==> src/rtl/sd_spi_test_seq.sv <==
// sd_spi_test_seq: multi-sector write/read-back self-test sequencer for sd_spi_controller.
// Writes SEC_NUM sectors of a generated pattern starting at SEC_BASE, reads them back,
// checks every word and the per-sector word count, and flags busy-handshake timeouts.
// Optional feature macro SD_TEST_LOOP_EN: DONE pauses 2^20 cycles and then starts a new pass;
// when undefined, DONE is terminal until reset.
module sd_spi_test_seq #(
  parameter logic [31:0] SEC_BASE      = 32'd2000,
  parameter int          SEC_NUM       = 4,
  parameter int          WORDS_PER_SEC = 256,
  parameter int          PATTERN       = 0,
  parameter logic [15:0] SEED          = 16'hACE1,
  parameter logic [23:0] TIMEOUT       = 24'd2_000_000
) (
  input  logic        clk_sd,
  input  logic        reset_n,
  input  logic        sd_init_done,
  input  logic        wr_busy,
  input  logic        wr_req,
  output logic        wr_start_en,
  output logic [31:0] wr_sec_addr,
  output logic [15:0] wr_data,
  input  logic        rd_busy,
  input  logic        rd_en,
  input  logic [15:0] rd_data,
  output logic        rd_start_en,
  output logic [31:0] rd_sec_addr,
  output logic        error_flag,
  output logic        test_done,
  output logic [15:0] err_cnt,
  output logic [15:0] pass_cnt
);

  typedef enum logic [2:0] {
    IDLE, WR_START, WR_WAIT, WR_BUSY, RD_START, RD_WAIT, RD_BUSY, DONE
  } state_t;

  localparam logic [15:0] LAST_SEC = 16'(SEC_NUM - 1);
  localparam logic [15:0] WPS      = 16'(WORDS_PER_SEC);

  state_t      state, state_nxt;
  logic [15:0] sec_idx, sec_nxt, word_idx, lfsr, lin_word, cur_word;
  logic [23:0] tmo_cnt;
  logic        abort, last_sec, tmo_hit, wr_take, rd_take;
  logic        rd_mismatch, rd_cnt_bad, wr_phase;
`ifdef SD_TEST_LOOP_EN
  logic [19:0] done_cnt;
`endif

  // Fibonacci LFSR x^16+x^14+x^13+x^11+1, shifting right; taps land on bits 0,2,3,5
  function automatic logic [15:0] lfsr_step(input logic [15:0] s);
    return {s[0] ^ s[2] ^ s[3] ^ s[5], s[15:1]};
  endfunction

  // Losing sd_init_done mid-pass abandons the pass; a finished pass is left alone
  assign abort    = !sd_init_done && (state != IDLE) && (state != DONE);
  assign last_sec = (sec_idx == LAST_SEC);
  assign tmo_hit  = (tmo_cnt == TIMEOUT - 24'd1);
  assign wr_take  = (state == WR_BUSY) && wr_req;
  assign rd_take  = (state == RD_BUSY) && rd_en;
  assign lin_word = 16'(32'(sec_idx) * 32'(WORDS_PER_SEC) + 32'(word_idx));
  assign cur_word = (PATTERN == 0) ? lin_word : lfsr;
  assign rd_mismatch = rd_take && (rd_data != cur_word);
  // A word arriving on the same cycle busy falls is counted before the length check
  assign rd_cnt_bad  = (state == RD_BUSY) && !rd_busy && !abort &&
                       ((word_idx + 16'(rd_take)) != WPS);

  // State register
  always_ff @(posedge clk_sd or negedge reset_n) begin
    if (!reset_n) state <= IDLE;
    else          state <= state_nxt;
  end

  // Next-state logic
  always_comb begin
    state_nxt = state;
    case (state)
      IDLE:     if (sd_init_done && !wr_busy) state_nxt = WR_START;
      WR_START: state_nxt = WR_WAIT;
      WR_WAIT:  if (wr_busy) state_nxt = WR_BUSY;
                else if (tmo_hit) state_nxt = DONE;
      WR_BUSY:  if (!wr_busy) state_nxt = last_sec ? RD_START : WR_START;
      RD_START: state_nxt = RD_WAIT;
      RD_WAIT:  if (rd_busy) state_nxt = RD_BUSY;
                else if (tmo_hit) state_nxt = DONE;
      RD_BUSY:  if (!rd_busy) state_nxt = last_sec ? DONE : RD_START;
`ifdef SD_TEST_LOOP_EN
      DONE:     if (done_cnt == 20'hFFFFF) state_nxt = IDLE;
`else
      DONE:     state_nxt = DONE;
`endif
      default:  state_nxt = IDLE;
    endcase
    if (abort) state_nxt = IDLE;
  end

  // Moore outputs; wr_data shows the pattern only while a write is in flight
  always_comb begin
    wr_start_en = 1'b0;
    rd_start_en = 1'b0;
    test_done   = 1'b0;
    wr_phase    = 1'b0;
    case (state)
      WR_START: begin
        wr_start_en = 1'b1;
        wr_phase    = 1'b1;
      end
      WR_WAIT, WR_BUSY: wr_phase = 1'b1;
      RD_START: rd_start_en = 1'b1;
      DONE:     test_done = 1'b1;
      default:  ;
    endcase
    wr_data = wr_phase ? cur_word : 16'd0;
  end

  // Sector index for the next cycle; it restarts at 0 for the read phase
  always_comb begin
    sec_nxt = sec_idx;
    if (abort || state == IDLE || state == DONE)
      sec_nxt = '0;
    else if (state == WR_BUSY && !wr_busy)
      sec_nxt = last_sec ? 16'd0 : sec_idx + 16'd1;
    else if (state == RD_BUSY && !rd_busy && !last_sec)
      sec_nxt = sec_idx + 16'd1;
  end

  // Pattern generator, sector addressing, timeout counter and result counters
  always_ff @(posedge clk_sd or negedge reset_n) begin
    if (!reset_n) begin
      sec_idx     <= '0;
      word_idx    <= '0;
      lfsr        <= SEED;
      tmo_cnt     <= '0;
      wr_sec_addr <= SEC_BASE;
      rd_sec_addr <= SEC_BASE;
      error_flag  <= 1'b0;
      err_cnt     <= '0;
      pass_cnt    <= '0;
    end else begin
      sec_idx <= sec_nxt;
      if (state == IDLE || state_nxt == WR_START || state_nxt == RD_START)
        word_idx <= '0;
      else if (wr_take || rd_take)
        word_idx <= word_idx + 16'd1;
      // Reseed while idle (covers the start of the write phase) and when reads begin
      if (state == IDLE || (state == WR_BUSY && state_nxt == RD_START))
        lfsr <= SEED;
      else if (wr_take || rd_take)
        lfsr <= lfsr_step(lfsr);
      // Counting starts in the pulse cycle, so busy must rise within TIMEOUT cycles of it
      if (state inside {WR_START, WR_WAIT, RD_START, RD_WAIT})
        tmo_cnt <= tmo_cnt + 24'd1;
      else
        tmo_cnt <= '0;
      if (state_nxt == WR_START) wr_sec_addr <= SEC_BASE + 32'(sec_nxt);
      if (state_nxt == RD_START) rd_sec_addr <= SEC_BASE + 32'(sec_nxt);
      if (rd_mismatch || rd_cnt_bad ||
          ((state == WR_WAIT || state == RD_WAIT) && state_nxt == DONE))
        error_flag <= 1'b1;
      if (rd_mismatch && err_cnt != 16'hFFFF)
        err_cnt <= err_cnt + 16'd1;
      if (state_nxt == DONE && state != DONE)
        pass_cnt <= pass_cnt + 16'd1;
    end
  end

`ifdef SD_TEST_LOOP_EN
  // Dwell counter for the pause between passes
  always_ff @(posedge clk_sd or negedge reset_n) begin
    if (!reset_n)           done_cnt <= '0;
    else if (state == DONE) done_cnt <= done_cnt + 20'd1;
    else                    done_cnt <= '0;
  end
`endif

endmodule

==> config.mk <==
export PLATFORM = sky130hd
export DESIGN_NAME = sd_spi_test_seq
export DESIGN_NICKNAME = d
export VERILOG_FILES = /design/src/rtl/sd_spi_test_seq.sv
export SDC_FILE = /design/constraint.sdc
export NUM_CORES = 1
export LEC_CHECK = 0
export CAP_MARGIN = 20
export CORE_AREA = 2 2 161 163
export DETAILED_ROUTE_END_ITERATION = 7
export DIE_AREA = 0 0 163 165
export SYNTH_ARGS = -nofsm -noshare
export SYNTH_HDL_FRONTEND = slang
export SYNTH_SLANG_ARGS = --single-unit
==> constraint.sdc <==
create_clock -name clk_sd -period 6.9 [get_ports clk_sd]
set_input_delay 1.035 -clock clk_sd [delete_from_list [all_inputs] [get_ports clk_sd]]
set_output_delay 1.035 -clock clk_sd [all_outputs]
set_load 0.01 [all_outputs]
Yosys cells after proc, flatten, opt, wreduce, memory -nomap -nowiden
Cells that the tools add are included.

$add $sub $neg: 8. Reductions and logical operators: 32. Eq/ne operators: 16. Multiplexer cells: 22.

Operator list (number): 2-to-1 mux 16 bit (7); adder 16 x 1 -> 16 bit (second input constant) (4); adder 24 x 1 -> 24 bit (second input constant) (1); equality test 24 x 21 -> 1 bit (second input constant) (1); 2-to-1 mux 24 bit (1); 2-to-1 mux 3 bit (8); one-hot mux 3 bit (8 select lines) (1); equality test 3 bit (second input constant) (6); adder 11 x 16 -> 17 bit (first input constant) (1); adder 16 x 1 -> 16 bit (1); adder 16 bit (1); equality test 16 x 2 -> 1 bit (second input constant) (1); != test 16 bit (1); != test 16 bit (second input constant) (1); != test 16 x 9 -> 1 bit (second input constant) (1); logical AND 1 bit (14); logical OR 1 bit (8); equality test 3 x 1 -> 1 bit (second input constant) (2); equality test 3 x 2 -> 1 bit (second input constant) (2); zero test 1 bit (5); 2-to-1 mux 1 bit (4); nonzero test 4 bit (1); zero test 3 bit (1); != test 3 bit (second input constant) (1); other kinds (4) (4).

Logic and storage cells: 87. Flip-flop bits (word level): 156.

Longest topological paths before layout
Gate-level depths: netlist (run 1).

Depth after elaboration: 9. Mapped depth: 13.

Worst setup path before layout (run 1)
No wires, ideal clock.

Path kind: input -> register. Start: input rd_en. End: register error_flag. Arrival: 2.961 ns. Buffers on the path: 0. Cell stages on the path: 10. Slack: 3.805 ns. Cells stage by stage: nand3_1 > clkinv_1 > ha_1 > ha_1 > or4_1 > nor4_1 > o2111ai_1 > o211a_1 > nor3_1 > o21ai_0.

Cells in the longest elaborated chain, start to end: 6. Elaborated cells between the ends (all ways): 7. Classes of those cells: 1 x add/sub; 1 x eq/ne; 5 x reduce/logical.

RTL lines: start: declaration (line 23) `input logic rd_en,`; logical AND 1 bit * (line 59) `assign rd_take = (state == RD_BUSY) && rd_en;`; adder 16 x 1 -> 16 bit (line 65) `((word_idx + 16'(rd_take)) != WPS);`; != test 16 x 9 -> 1 bit (line 65); logical AND 1 bit (line 64) `assign rd_cnt_bad = (state == RD_BUSY) && !rd_busy && !abort &&`; logical OR 1 bit * (2 in a row) (line 156) `if (rd_mismatch || rd_cnt_bad ||`; end signal: assignment (line 135) `error_flag <= 1'b0;`; end signal: assignment (line 158) `error_flag <= 1'b1;`; end: declaration (line 27) `output logic error_flag,`.

Mark *: on every way between the ends. The rest lies on a longest branch, timed or not. A chain may end at the register's enable or synchronous reset.

Worst setup path in the final report (run 1)
Start: register word_idx[8]. End: output wr_data[14].

Cells in the longest elaborated chain, start to end: 2.

RTL lines: start: declaration (line 41) `logic [15:0] sec_idx, sec_nxt, word_idx, lfsr, lin_word, cur_word;`; start signal: assignment (line 143) `word_idx <= word_idx + 16'd1;`; adder 16 bit (line 60) `assign lin_word = 16'(32'(sec_idx) * 32'(WORDS_PER_SEC) + 32'(word_idx));`; 2-to-1 mux 16 bit (line 112) `wr_data = wr_phase ? cur_word : 16'd0;`; end: declaration (line 21) `output logic [15:0] wr_data,`.

Every way passes these cells.

==> results of run 1 <==
sequential cells by signal (all words and copies together) (netlist names):
name and cells:
rd_sec_addr 17, tmo_cnt 24, error_flag 1, pass_cnt 16, err_cnt 16, word_idx 16, wr_sec_addr 17, sec_idx 16
state 3
cell usage in the layout, fill, tap and decap left out, types with 8 or more instances in the layout:
cell type / n
xor2_1: 58
nor3_1: 24
and3_1: 25
nor2_1: 73
or3_1: 11
ha_1: 15
mux2_2: 26
and2_1: 13
nor4_1: 16
nand3_1: 29
nor2b_1: 9
clkdlybuf4s50_1: 107
xnor2_1: 42
mux2_4: 8
dfstp_2: 12
o21ai_0: 23
a21oi_1: 22
nand2_1: 57
dfrtp_1: 114
clkbuf_16: 17
conb_1: 30
nand4_1: 19
worst max path at each step:
| stage | startpoint | end | slack, ps |
|---|---|---|---|
| 3_3_place_gp | wr_busy | word_idx[4]$_DFFE_PN0P_ | 2610 |
| 5_1_grt | word_idx[8]$_DFFE_PN0P_ | wr_data[14] | 2450 |
| 2_1_floorplan | rd_en | error_flag$_DFFE_PN0P_ | 3800 |
| 4_1_cts | word_idx[8]$_DFFE_PN0P_ | wr_data[14] | 2650 |
| 3_5_place_dp | wr_busy | word_idx[12]$_DFFE_PN0P_ | 2450 |
| 6_report | word_idx[8]$_DFFE_PN0P_ | wr_data[14] | 2670 |
power breakdown:
part	switching (mW)	total (mW)	internal, mW
clock network	0.368	0.948	0.581
logic	0.203	0.295	0.0919
registers	0.0327	0.790	0.758
per-stage QoR:
| stage | cell area [um2] | total power, mW |
|---|---|---|
| 6_report | 9328 | 2.034 |
| 5_1_grt | 9328 | 2.133 |
| 4_1_cts | 9298 | 2.062 |
| 3_5_place_dp | 8676 | 1.103 |
| 3_3_place_gp | 8676 | 1.103 |
| 2_1_floorplan | 7561 | 1.023 |
cells by family after synthesis:
group,Yosys count
adder cells (fa/ha/maj),17
XOR/XNOR,100
buffers and inverters,69
multiplexers,37
AND/OR/NAND/NOR,309
flip-flops,126
AO/OA/AOI/OAI,97
other,1
routing by layer:
layer	share of wire (%)	global-route usage, %
met1	48	18.70
met2	45	21.26
met3	4.5	3.240
met4	1.7	5.350
met5	0.060	0
cell type report:
cell class / instances / area [um2] / area share [%]
antenna: 1 / 2.502 / 0.02683
clock buffer: 17 / 425.4 / 4.561
clock inverter: 15 / 196.4 / 2.106
inverter: 8 / 30.03 / 0.3219
multi-input combinational: 590 / 3979 / 42.66
sequential: 126 / 3168 / 33.96
tap: 330 / 412.9 / 4.427
timing repair buffer: 110 / 1114 / 11.94
==> impl_metrics.yaml, run 1 <==
yosys:
  yosys-top-cells-area: "dfrtp_1 (38%), xor2_1 (6.8%), xnor2_1 (4.9%)"
  seq_area_frac_synth_pct: 42.51
  synth.area.mux_share_pct: 5.960
  synth_commonest_cells: "dfrtp_1 (114), nor2_1 (73), xor2_1 (58), nand2_1 (57), xnor2_1 (42)"
  synth_cell_types: 76
  syn_inst: 756
  avgSynthCellArea_um2: 9.857
  synth_seq_cells: 126
  synth_ff_type: "dfrtp_1"
  async_flop_share_pct: 100.0
  yosysTopAreaCellShare_pct: 38.28
  synth_edf_count: 0
  yosys.area.top_type: "dfrtp_1"
  syn_area_um2: 7452
  yosys.area_share.adder_pct: 2.921
  yosysWarningCount: 0
  synth_top_family_by_area: "simple AND/OR/NAND/NOR gates"
  synth-compound-area-share_pct: 9.285
  synth.most_common_cell: "dfrtp_1"
  synth_xor_area_share_pct: 11.75
  synth-simple-area-share_pct: 21.96
critical_path:
  start_kind: "flip-flop"
  cp.arrival_ps: 3190
  crit_buf_inv: 1
  crit_chain: "ha_1, fa_1, a21o_1, a21oi_1, nor2_1, o21ai_0, nand2b_1, xnor2_1, nor2_1, clkdlybuf4s50_1"
  cp-end-kind: "primary output"
  cp_top_family: "adder cells"
  rr_endpoint: "word_idx[12]$_DFFE_PN0P_"
  r2r_start: "sec_idx[1]$_DFF_PN0_"
  worstRegToRegCells: 9
  crit_cells: 10
  slowest_stage: "clkdlybuf4s50_1"
  crit_required_ps: 5860
  critPathMaxStageDelay_ps: 550
  critPathKind: "flip-flop to primary output"
  crit_top_cell: "nor2_1"
  cp_max_fo: 9
  r2r_slack_ps: 3260
timing:
  final.setup.tns_ps: 0
  finClkSkew_ps: 9.526
  finalWorstSetupSlack_ps: 2675
  rsz0062_at_grt: "no"
  finalHoldViolCount: 0
  slew_headroom_pct: 34.22
  tightest_slew_ps: 986.6
  period_minus_slack_ps: 4225
  whs_ps: 471.5
  setup_violations: 0
  max_freq_mhz: 236.7
  timing.final.crit_share_pct: 61.24
  drv_slew: 0
floorplan:
  io_pins: 139
  start_util_pct: 29.77
  die_h_um: 165
  die_w_um: 163
  dieArea_um2: 26900
  rows: 58
  fp.coreArea_um2: 25040
clocking:
  cts_tree: "yes"
  cts.sinks: 126
  clk_pin_slew_worst_paths_ps: 60
  root_buffer: "clkbuf_16"
  cts_resized: 0
  h-tree-depth: 4
  insertion_delay_ps: 420
  cts_buffer_depth: 2
  hold_buffers: 0
  postCtsSetupBuffers: 0
  numCtsBuffers: 17
job:
  cap_violations: 0
finish:
  nets: 892
  post-route-util_pct: 37.26
  n_fill_cell: 2518
  drive_gt1_share_pct: 11.55
  instances_no_fill: 1197
  area_growth_pct: 25.17
placed_design:
  dp_cells: 1163
  dp.final_hpwl_um: 13250
  gp_congestion: 0.8042
  io_buffers: 108
  place_ws_ps: 2453
global_routing:
  grt_pass1_vias: 5566
  grt_max_degree: 76
  grt_pass1_wl_um: 29250
  grt.overflow.total: 0
  grtUsageTotal_pct: 13.78
  antenna_found_initial: 2
detailed_routing:
  vias_per_cell: 4.820
  drtIter0Drc: 313
  vias: 5770
  ant_nets: 0
  dr.pass1.iters: 5
  drc: 0
  avgRoutedWirePerCell_um: 15.37
  routed_wl_um: 18400
hold_path:
  min-delay-start: "pass_cnt[15]$_DFFE_PN0P_"
  hold-path-endpoint: "pass_cnt[15]$_DFFE_PN0P_"
  hold_class: "flip-flop to flip-flop"
  whs_path_depth: 1
power_and_ir_drop:
  p_leak_nw: 4.026
  irDropWorstVdd_mv: 0.1685
  power_density_nw_per_um2: 218.0
outcome:
  outcome: "completed"
Note: power is estimated with default switching activity, not from simulation.
==> inputs of run 2 (changes only) <==
- clock period: 6.9 -> 3.5 ns (I/O delays scaled with it)
==> run 2 against run 1 <==
Via count is 1.0% higher; clock power up 85%; sequential share of layout area is 0.47 points lower; largest cell class unchanged; critical path type unchanged; flip-flop and latch count stayed put; cell area up 1.4%; largest power group unchanged; register-to-register slack worse by 2900 ps; first-iteration DRC count increased by 5.8%; critical endpoint is now wr_data[13]; count of clock-buffer cells in the layout is 5 higher.
==> impl_metrics.yaml, run 2 (same netlist as run 1, synthesis figures left out) <==
clocking:
  numCtsBuffers: 17
  clk_pin_slew_worst_paths_ps: 60
  cts.sinks: 126
  h-tree-depth: 4
  hold_buffers: 0
  root_buffer: "clkbuf_16"
  insertion_delay_ps: 420
  cts_tree: "yes"
  cts_buffer_depth: 2
finish:
  nets: 913
  largest_reg_flops: 24
  final_cell_mix: "dfrtp_1 (113), clkdlybuf4s50_1 (106), nor2_1 (73)"
  area_growth_pct: 26.98
  final_common_cell: "dfrtp_1"
  drive_gt1_share_pct: 13.75
  largest-register: "tmo_cnt"
  top_regs: "tmo_cnt (24), rd_sec_addr (17), wr_sec_addr (17)"
  n_fill_cell: 2513
  antenna_cells: 0
detailed_routing:
  dr.pass1.iters: 5
  vias: 5830
  avgRoutedWirePerCell_um: 15.32
  routed_wl_um: 18650
  ant_nets: 0
  drc: 0
  drtIter0Drc: 331
  vias_per_cell: 4.790
floorplan:
  die_h_um: 165
  fp.coreArea_um2: 25040
  dieArea_um2: 26900
  die_w_um: 163
  rows: 58
  start_util_pct: 29.77
  io_pins: 139
timing:
  setup_violations: 0
  slew_headroom_pct: 48.16
  timing.final.crit_share_pct: 94.78
  finalHoldViolCount: 0
  period_minus_slack_ps: 3317
  drv_slew: 0
  finClkSkew_ps: 10.08
  tightest_slew_ps: 775.7
  max_freq_mhz: 301.4
  rsz0062_at_grt: "no"
  final.setup.tns_ps: 0
  finalWorstSetupSlack_ps: 182.7
critical_path:
  cp_max_fo: 5
  cp-end-kind: "primary output"
  critPathKind: "flip-flop to primary output"
  crit_start: "sec_idx[1]$_DFF_PN0_"
  crit_required_ps: 2970
  start_kind: "flip-flop"
  r2r_start: "sec_idx[0]$_DFF_PN0_"
  cp.arrival_ps: 2790
global_routing:
  met2_usage_pct: 23.56
  grtUsageTotal_pct: 14.47
  gr-usage-met3_pct: 3.290
  grt_util_met1_pct: 18.80
  grt_pass1_vias: 5930
  antenna_found_initial: 0
  grt_max_degree: 63
  busiest_layer: "met2"
  grt_pass1_wl_um: 30590
  grt.overflow.total: 0
hold_path:
  hold_class: "primary input to asynchronous set/reset pin"
power_and_ir_drop:
  irDropWorstVdd_mv: 0.3242
  p_leak_nw: 4.134
  power.total_mw: 3.963
  power_density_nw_per_um2: 418.8
job:
  cap_violations: 0
placed_design:
  place_ws_ps: 56.78
  gp_congestion: 0.8385
  io_buffers: 108
  dp.final_hpwl_um: 13670
outcome:
  outcome: "completed"
## run 2: layout make-up
cell class	count	area (um2)	area share, %
Clock buffer	22	474.2	5.011
Clock inverter	10	111.4	1.177
Inverter	8	30.03	0.3173
Multi-Input combinational cell	590	3986	42.13
Sequential cell	126	3169	33.49
Tap cell	330	412.9	4.363
Timing Repair Buffer	131	1279	13.51
## run 2: what timing repair did
action | 4_1_cts | 5_1_grt
setup buffers | 1 | 0
endpoints found under the setup margin | 1 | 3
pin swaps | 1 | 0
gates resized for setup | 2 | 2
## run 2: layer usage
metal	share of wire (%)	up-vias
met2	47	142
met3	4.1	27
met1	47	2813
met5	0	-
li1	-	2848
met4	2.1	0
## run 2: power breakdown
part,switching [mW],internal (mW)
combinational,0.436,0.228
clock,0.652,1.10
sequential,0.0509,1.49
## run 2: worst max-delay path, cell delays in order, from the launching register on
cell and delay [ps]:
dfrtp_1 470, buf_4 190, ha_1 290, a21o_1 170, a21oi_2 200, o21bai_1 140
a21oi_1 200, xor2_1 80, nor2_1 90, clkdlybuf4s50_1 540
## run 2: final timing paths
kind,cells past startpoint,slack [ps],endpoint
max reg2reg,11,370,err_cnt[7]$_DFFE_PN0P_
min reg2reg,1,480,pass_cnt[15]$_DFFE_PN0P_
max in group asynchronous,2,2640,tmo_cnt[0]$_DFF_PN0_
min,1,20,wr_sec_addr[16]$_DFFE_PN0N_
max,9,180,wr_data[13]
min in group clk_sd,1,480,pass_cnt[15]$_DFFE_PN0P_
## run 2: metrics by stage
| stage | std cells | util, % | hold slack [ps] | area, um2 |
|---|---|---|---|---|
| floorplan | 785 | - | 229.4 | 7561 |
| global route | 1217 | 37.80 | 36.70 | 9463 |
| detailed placement | 1184 | 35.38 | 461.4 | 8859 |
| finish | 1217 | 37.80 | 23.20 | 9463 |
| CTS | 1217 | 37.77 | 23.02 | 9457 |
| global placement | 1184 | 35.38 | 466.5 | 8859 |
==> inputs of run 3 (changes only) <==
- CAP_MARGIN: 20 -> default
==> results of run 3 <==
The final DEF is identical to that of run 2; final timing and power are the same.
